--- src/rtl/digital_filter_pkg.sv ---
// Shared helpers for the PFD UP/DN deglitch filter.
package digital_filter_pkg;

    // Bits needed to hold values 0..n, never less than one bit.
    function automatic int cnt_width(input int n);
        int w;
        w = $clog2(n + 1);
        return (w < 1) ? 1 : w;
    endfunction

endpackage

--- src/rtl/digital_filter_pulse_qualifier.sv ---
// One filter channel: input synchronizer, symmetric persistence counter and
// minimum-high hold. The 'out' port carries the qualified value the channel
// will hold after the coming edge, so the top-level output register lines up
// with the qualifier state and adds no extra cycle of latency.
module pulse_qualifier
    import digital_filter_pkg::*;
#(
    parameter int SYNC_STAGES = 2,
    parameter int THRESH      = 1,
    parameter int MIN_HIGH    = 1
) (
    input  logic clk,
    input  logic reset,
    input  logic in,
    output logic out
);

    localparam int CW = cnt_width(THRESH);
    localparam int HW = cnt_width(MIN_HIGH);
    localparam logic [CW-1:0] THRESH_C = CW'(THRESH);
    localparam logic [HW-1:0] HOLD_C   = HW'(MIN_HIGH);

    logic [SYNC_STAGES-1:0] sync_q;
    logic                   sample;
    logic                   state_q, state_d;
    logic [CW-1:0]          cnt_q, cnt_d, cnt_inc;
    logic [HW-1:0]          hold_q, hold_d;
    logic                   hold_busy;

    // Metastability synchronizer: shift the raw asynchronous input through the flop chain.
    // NOTE: sequential blocks use non-blocking (<=) so every flop samples the pre-edge
    // value of its neighbour; blocking here would collapse the chain into one stage.
    always_ff @(posedge clk) begin
        if (reset) begin
            sync_q <= '0;
        end else begin
            sync_q <= {sync_q[SYNC_STAGES-2:0], in};
        end
    end

    assign sample    = sync_q[SYNC_STAGES-1];
    assign hold_busy = state_q && (hold_q != '0);

    // Persistence and hold: count disagreeing samples, switch state once THRESH is met
    // and the minimum-high hold (if any) has run out.
    // NOTE: every signal written here gets a default first so no path leaves it
    // unassigned, which would otherwise infer a latch.
    always_comb begin
        state_d = state_q;
        cnt_d   = cnt_q;
        hold_d  = hold_q;
        cnt_inc = (cnt_q == THRESH_C) ? cnt_q : cnt_q + CW'(1);

        if (hold_busy) begin
            hold_d = hold_q - HW'(1);
        end

        if (sample == state_q) begin
            cnt_d = '0;
        end else if ((cnt_inc == THRESH_C) && !hold_busy) begin
            state_d = sample;
            cnt_d   = '0;
            if (sample) begin
                hold_d = HOLD_C;
            end
        end else begin
            // Either still accumulating or saturated while the hold blocks deassertion.
            cnt_d = cnt_inc;
        end
    end

    // Qualifier state registers; reset discards all pulse history.
    always_ff @(posedge clk) begin
        if (reset) begin
            state_q <= 1'b0;
            cnt_q   <= '0;
            hold_q  <= '0;
        end else begin
            state_q <= state_d;
            cnt_q   <= cnt_d;
            hold_q  <= hold_d;
        end
    end

    assign out = state_d;

endmodule

--- src/rtl/digital_filter.sv ---
// Deglitch/persistence filter for the ADPLL PFD UP/DN pulses. Two independent
// qualifier channels feed a registered output stage that forces both outputs
// low whenever both channels qualify at once (PFD reset overlap).
module digital_filter
    import digital_filter_pkg::*;
#(
    parameter int SYNC_STAGES = 2,
    parameter int THRESH      = 1,
    parameter int MIN_HIGH    = 1
) (
    input  logic clk,
    input  logic reset,
    input  logic UP_in,
    input  logic DN_in,
    output logic UP_out,
    output logic DN_out
);

    logic up_q;
    logic dn_q;

    pulse_qualifier #(
        .SYNC_STAGES (SYNC_STAGES),
        .THRESH      (THRESH),
        .MIN_HIGH    (MIN_HIGH)
    ) u_up (
        .clk   (clk),
        .reset (reset),
        .in    (UP_in),
        .out   (up_q)
    );

    pulse_qualifier #(
        .SYNC_STAGES (SYNC_STAGES),
        .THRESH      (THRESH),
        .MIN_HIGH    (MIN_HIGH)
    ) u_dn (
        .clk   (clk),
        .reset (reset),
        .in    (DN_in),
        .out   (dn_q)
    );

    // Output registers with conflict gating: UP and DN are never driven high together.
    always_ff @(posedge clk) begin
        if (reset) begin
            UP_out <= 1'b0;
            DN_out <= 1'b0;
        end else begin
            UP_out <= up_q & ~dn_q;
            DN_out <= dn_q & ~up_q;
        end
    end

endmodule

--- config.mk ---
export PLATFORM = sky130hd
export DESIGN_NAME = digital_filter
export DESIGN_NICKNAME = d
export VERILOG_FILES = /design/src/rtl/digital_filter_pkg.sv /design/src/rtl/digital_filter_pulse_qualifier.sv /design/src/rtl/digital_filter.sv
export SDC_FILE = /design/constraint.sdc
export NUM_CORES = 1
export LEC_CHECK = 0
export BUFFER_PORTS_ARGS = -buffer_cell sky130_fd_sc_hd__buf_2
export CORE_AREA = 3 3 40 42
export CTS_CLUSTER_SIZE = 24
export DETAILED_ROUTE_END_ITERATION = 8
export DIE_AREA = 0 0 43 45
export PLACE_DENSITY_LB_ADDON = 0.12
export RECOVER_POWER = 100
export SLEW_MARGIN = 40
export SYNTH_ARGS = -nofsm -noshare
export SYNTH_HDL_FRONTEND = slang
export SYNTH_HIERARCHICAL = 1
export SYNTH_SLANG_ARGS = --single-unit
--- constraint.sdc ---
create_clock -name clk -period 1.1 [get_ports clk]
set_clock_uncertainty 0.2 [all_clocks]
set_input_delay 0.275 -clock clk [delete_from_list [all_inputs] [get_ports clk]]
set_output_delay 0.275 -clock clk [all_outputs]
set_load 0.005 [all_outputs]
---- After elaboration in Yosys (flattened, before gate mapping) ----
Index checks and enable logic that the tools add are counted.
storage, ports and cells
  word-level logic and storage cells ...... 42
  bits of input ports ..................... 4
  bits in registers ....................... 12
  output and inout bits ................... 2
operators by class
  multiplexer cells ....................... 14
  bitwise operators ....................... 4
  reductions and logical operators ........ 8
  add/subtract/negate cells ............... 4
  equal/unequal tests ..................... 2
operator list
  kind                   number
  $mux W1                14
  $reduce_or A3 Y1       2
  $logic_and A1 B1 Y1    4
  $add A1 B1 Y1 const B  2
  $and A1 B1 Y1          2
  $eq A1 B1 Y1           2
  $logic_not A1 Y1       2
  $not A1 Y1             2
  $sub A1 B1 Y1 const B  2

---- Logic depth before layout (Yosys ltp) ----
  word-level depth ........................ 7
  mapped depth ............................ 2
  gate-level depth less buffers ........... 2

---- Hierarchy ----
Netlist, hierarchy kept.
by module, submodules not included
  module           area an instance (um^2)  seq. area each (um^2)  cells an instance  times used
  pulse_qualifier  122.6                    80.1                   10                 2
  digital_filter   55.1                     40.0                   4                  1

---- Worst setup path after synthesis ----
No wires, ideal clock.
  path type ............................... reg-to-reg
  start point ............................. register u_dn.state_q
  end point ............................... register DN_out
  path buffers ............................ 0
  required time ........................... 0.785 ns
  period minus slack after synthesis ...... 0.908 ns
  stages on the path, launching flop included .. 3
  path slack .............................. 0.192 ns
  arrival ................................. 0.592 ns
  setup time .............................. 0.115 ns
  cell sequence ........................... dfxtp_1 -> a21o_1 -> nor3b_1
between the ends
  word-level cells in the longest chain between the ends .. 6
  elaborated cells between the ends (all ways) .. 7
  classes of those cells .................. eq/ne (1); mux (2); bitwise (1); reduce/logical (3)
ends and longest elaborated chain
  item                    RTL line                              RTL
  start, declared         digital_filter_pulse_qualifier.sv:25  logic state_q, state_d;
  start signal, assigned  digital_filter_pulse_qualifier.sv:79  state_q <= state_d;
  $logic_and A1 B1 Y1     digital_filter_pulse_qualifier.sv:42  assign hold_busy = state_q && (hold_q != '0);
  $logic_not A1 Y1        digital_filter_pulse_qualifier.sv:60  end else if ((cnt_inc == THRESH_C) && !hold_busy) begin
  $logic_and A1 B1 Y1     digital_filter_pulse_qualifier.sv:60
  $mux W1                 digital_filter_pulse_qualifier.sv:60
  $mux W1 *               digital_filter_pulse_qualifier.sv:58  if (sample == state_q) begin
  via dn_q                digital_filter.sv:20                  logic dn_q;
  $and A1 B1 Y1 *         digital_filter.sv:51                  DN_out <= dn_q & ~up_q;
  end signal, assigned    digital_filter.sv:51
  end, declared           digital_filter.sv:16                  output logic DN_out
Mark *: on every way through the listed nets, which the timed path passes. The rest lies on a longest branch.
A chain may end at the register's enable or synchronous reset.

---- Worst setup path after layout ----
  start point ............................. register DN_out
  end point ............................... output port DN_out
No word-level cell between the ends.

==> impl_metrics.env <==
export IMPL_outcome="finished, violations left"
export IMPL_violations="negative setup slack"
export IMPL_wl_um=437
export IMPL_ys_async_sr_fraction_pct=0
export IMPL_drv_cap=0
export IMPL_via_per_inst=3.92
export IMPL_end_kind="primary output"
export IMPL_critPathMaxFanout=1
export IMPL_irDropWorstVdd_mv=0.658
export IMPL_slew_violations=0
export IMPL_yosysWarningCount=6
export IMPL_antenna_found_initial=0
export IMPL_yosys_top_cells_area="dfxtp_1 (67%), nor2b_4 (9.2%), nor2b_1 (8.3%), a21o_1 (5.0%), nor3b_1 (5.0%)"
export IMPL_final_hold_viol_count=0
export IMPL_synth_seq_cells=10
export IMPL_synth_area_um2=300
export IMPL_dp_cells=44
export IMPL_post_drt_wl_per_cell_um=9.10
export IMPL_portBuffers=5
export IMPL_cp_arrival_ps=670
export IMPL_cts_sinks=10
export IMPL_drtIter0Drc=0
export IMPL_rows=13
export IMPL_grt_pass1_wl_um=703
export IMPL_synthTopCellsByCount="dfxtp_1 (10), nor2b_1 (4)"
export IMPL_synth_yosys_seq_area_share_pct=66.7
export IMPL_antenna_left=0
export IMPL_synth_top_cell_area_share_pct=66.7
export IMPL_crit_buf_inv=1
export IMPL_synth_nets=28
export IMPL_clkTransAtPathRegs_ps=70
export IMPL_crit_family="flip-flops"
export IMPL_hold_path_class="in2reg"
export IMPL_dr_pass1_iters=1
export IMPL_drive_above_1_share_pct=27.3
export IMPL_route_detailed_drc=0
export IMPL_layout_nets=38
export IMPL_tightest_slew_ps=451
export IMPL_yosys_area_top_type="dfxtp_1"
export IMPL_required_ps=620
export IMPL_cts_setup_buffers=0
export IMPL_rsz0062_at_grt="yes"
export IMPL_numCtsBuffers=3
export IMPL_insertion_delay_ps=260
export IMPL_syn_to_final_growth_pct=22.1
export IMPL_avgSynthCellArea_um2=12.5
export IMPL_cts_tree="built"
export IMPL_synth_most_common_cell="dfxtp_1"
export IMPL_antenna_cells=0
export IMPL_post_dp_hpwl_um=310
export IMPL_routabilityCongestion=0.579
export IMPL_crit_chain="buf_2"
export IMPL_pin_count=6
export IMPL_synthFlopType="dfxtp_1"
export IMPL_grt_pass1_vias=169
export IMPL_cts_root_buffer="clkbuf_4"
export IMPL_start_kind="register"
export IMPL_die_w_um=43
export IMPL_die_area_um2=1940
export IMPL_hold_ws_ps=23.7
export IMPL_cpMaxStageDelayCell="dfxtp_1"
export IMPL_cts_resized=0
export IMPL_power_density_nw_per_um2=1990
export IMPL_syn_inst=24
export IMPL_core_area_um2=1280
export IMPL_die_y_um=45
export IMPL_fin_crit_ps=1140
export IMPL_synth_edf_count=0
export IMPL_max_freq_mhz=876
export IMPL_final_setup_viol_count=2
export IMPL_power_total_uw=731
export IMPL_power_static_leakage_nw=0.164
export IMPL_num_vias=188
export IMPL_placed_area_um2=344
export IMPL_slew_headroom_pct=69.9
export IMPL_fin_ws_ps=-41.8
export IMPL_grt_overflow_total=0
export IMPL_r2r_slack_ps=110
export IMPL_slowest_delay_ps=300
export IMPL_htreeDepth=1
export IMPL_synthDistinctLibCells=7
export IMPL_crit_type="reg2out"
export IMPL_grt_max_degree=11
export IMPL_grt_total_usage_pct=5.60
export IMPL_design_area_um2=367
export IMPL_finalCritPeriodShare_pct=104
export IMPL_start_util_pct=23.4
export IMPL_ctsLongestPathBuffers=2
export IMPL_final_cells=48
where the power goes:
part           switching [mW]  leakage, nW  internal [mW]
clock                   0.119       0.0210          0.201
combinational          0.0137       0.0613         0.0152
sequential            0.00546       0.0820          0.377
cell families after synthesis:
group	count (synthesis)	synth area share [%]
and+or+nand+nor	12	28.3
AOI/OAI and AO/OA	2	5.00
DFF	10	66.7
metrics by stage:
stage | util, % | worst slack [ps] | setup TNS (ps)
finish | 28.5 | -41.8 | -82.4
global route | 28.5 | -85.7 | -170
CTS | 29.6 | -57.7 | -113
detailed placement | 26.8 | 124 | 0
global placement | 26.8 | 134 | 0
floorplan | - | 192 | 0
what timing repair did:
action,CTS,global route
setup endpoints to repair,2,2
hold buffers,0,0
pin swaps,0,0
path summary, 6_finish.rpt:
check,startpoint,endpoint,cells after the start
worst max-delay path,DN_out,DN_out,1
worst min-delay path,DN_in,u_dn/sync_q[0],2
worst max register to register,u_dn/state_q,UP_out,2
worst min register to register,u_up/state_q,u_up/hold_q,1
sequential cells by signal, summed over array words and instances (netlist names):
signal	count
u_dn/sync_q	2
DN_out	1
u_up/state_q	1
u_up/sync_q	2
UP_out	1
u_dn/state_q	1
u_dn/hold_q	1
u_up/hold_q	1
per-layer routing:
metal / wire [µm] / vias to the layer above / track usage [%]
li1: - / 98 / -
met1: 209 / 84 / 6.10
met2: 189 / 6 / 6.29
met3: 38 / 0 / 3.59
met4: 0 / 0 / 7.23
met5: 0 / - / 0
cells in the final DEF, fill, tap and decap left out:
| cell | n |
|---|---|
| clkbuf_4 | 3 |
| nor2b_2 | 1 |
| nor3b_1 | 2 |
| a21o_1 | 2 |
| clkbuf_8 | 1 |
| dfxtp_1 | 10 |
| clkbuf_1 | 1 |
| nor2b_1 | 5 |
| nor3_1 | 2 |
| nor2_1 | 2 |
| buf_2 | 4 |
cell type report:
cell class | count | area [µm²]
clock buffer | 4 | 36.3
fill | 144 | 918
multi-input combinational | 14 | 87.6
sequential | 10 | 200
tap | 15 | 18.8
timing repair buffer | 5 | 23.8
No activity file was read; power rests on OpenSTA's default activity.
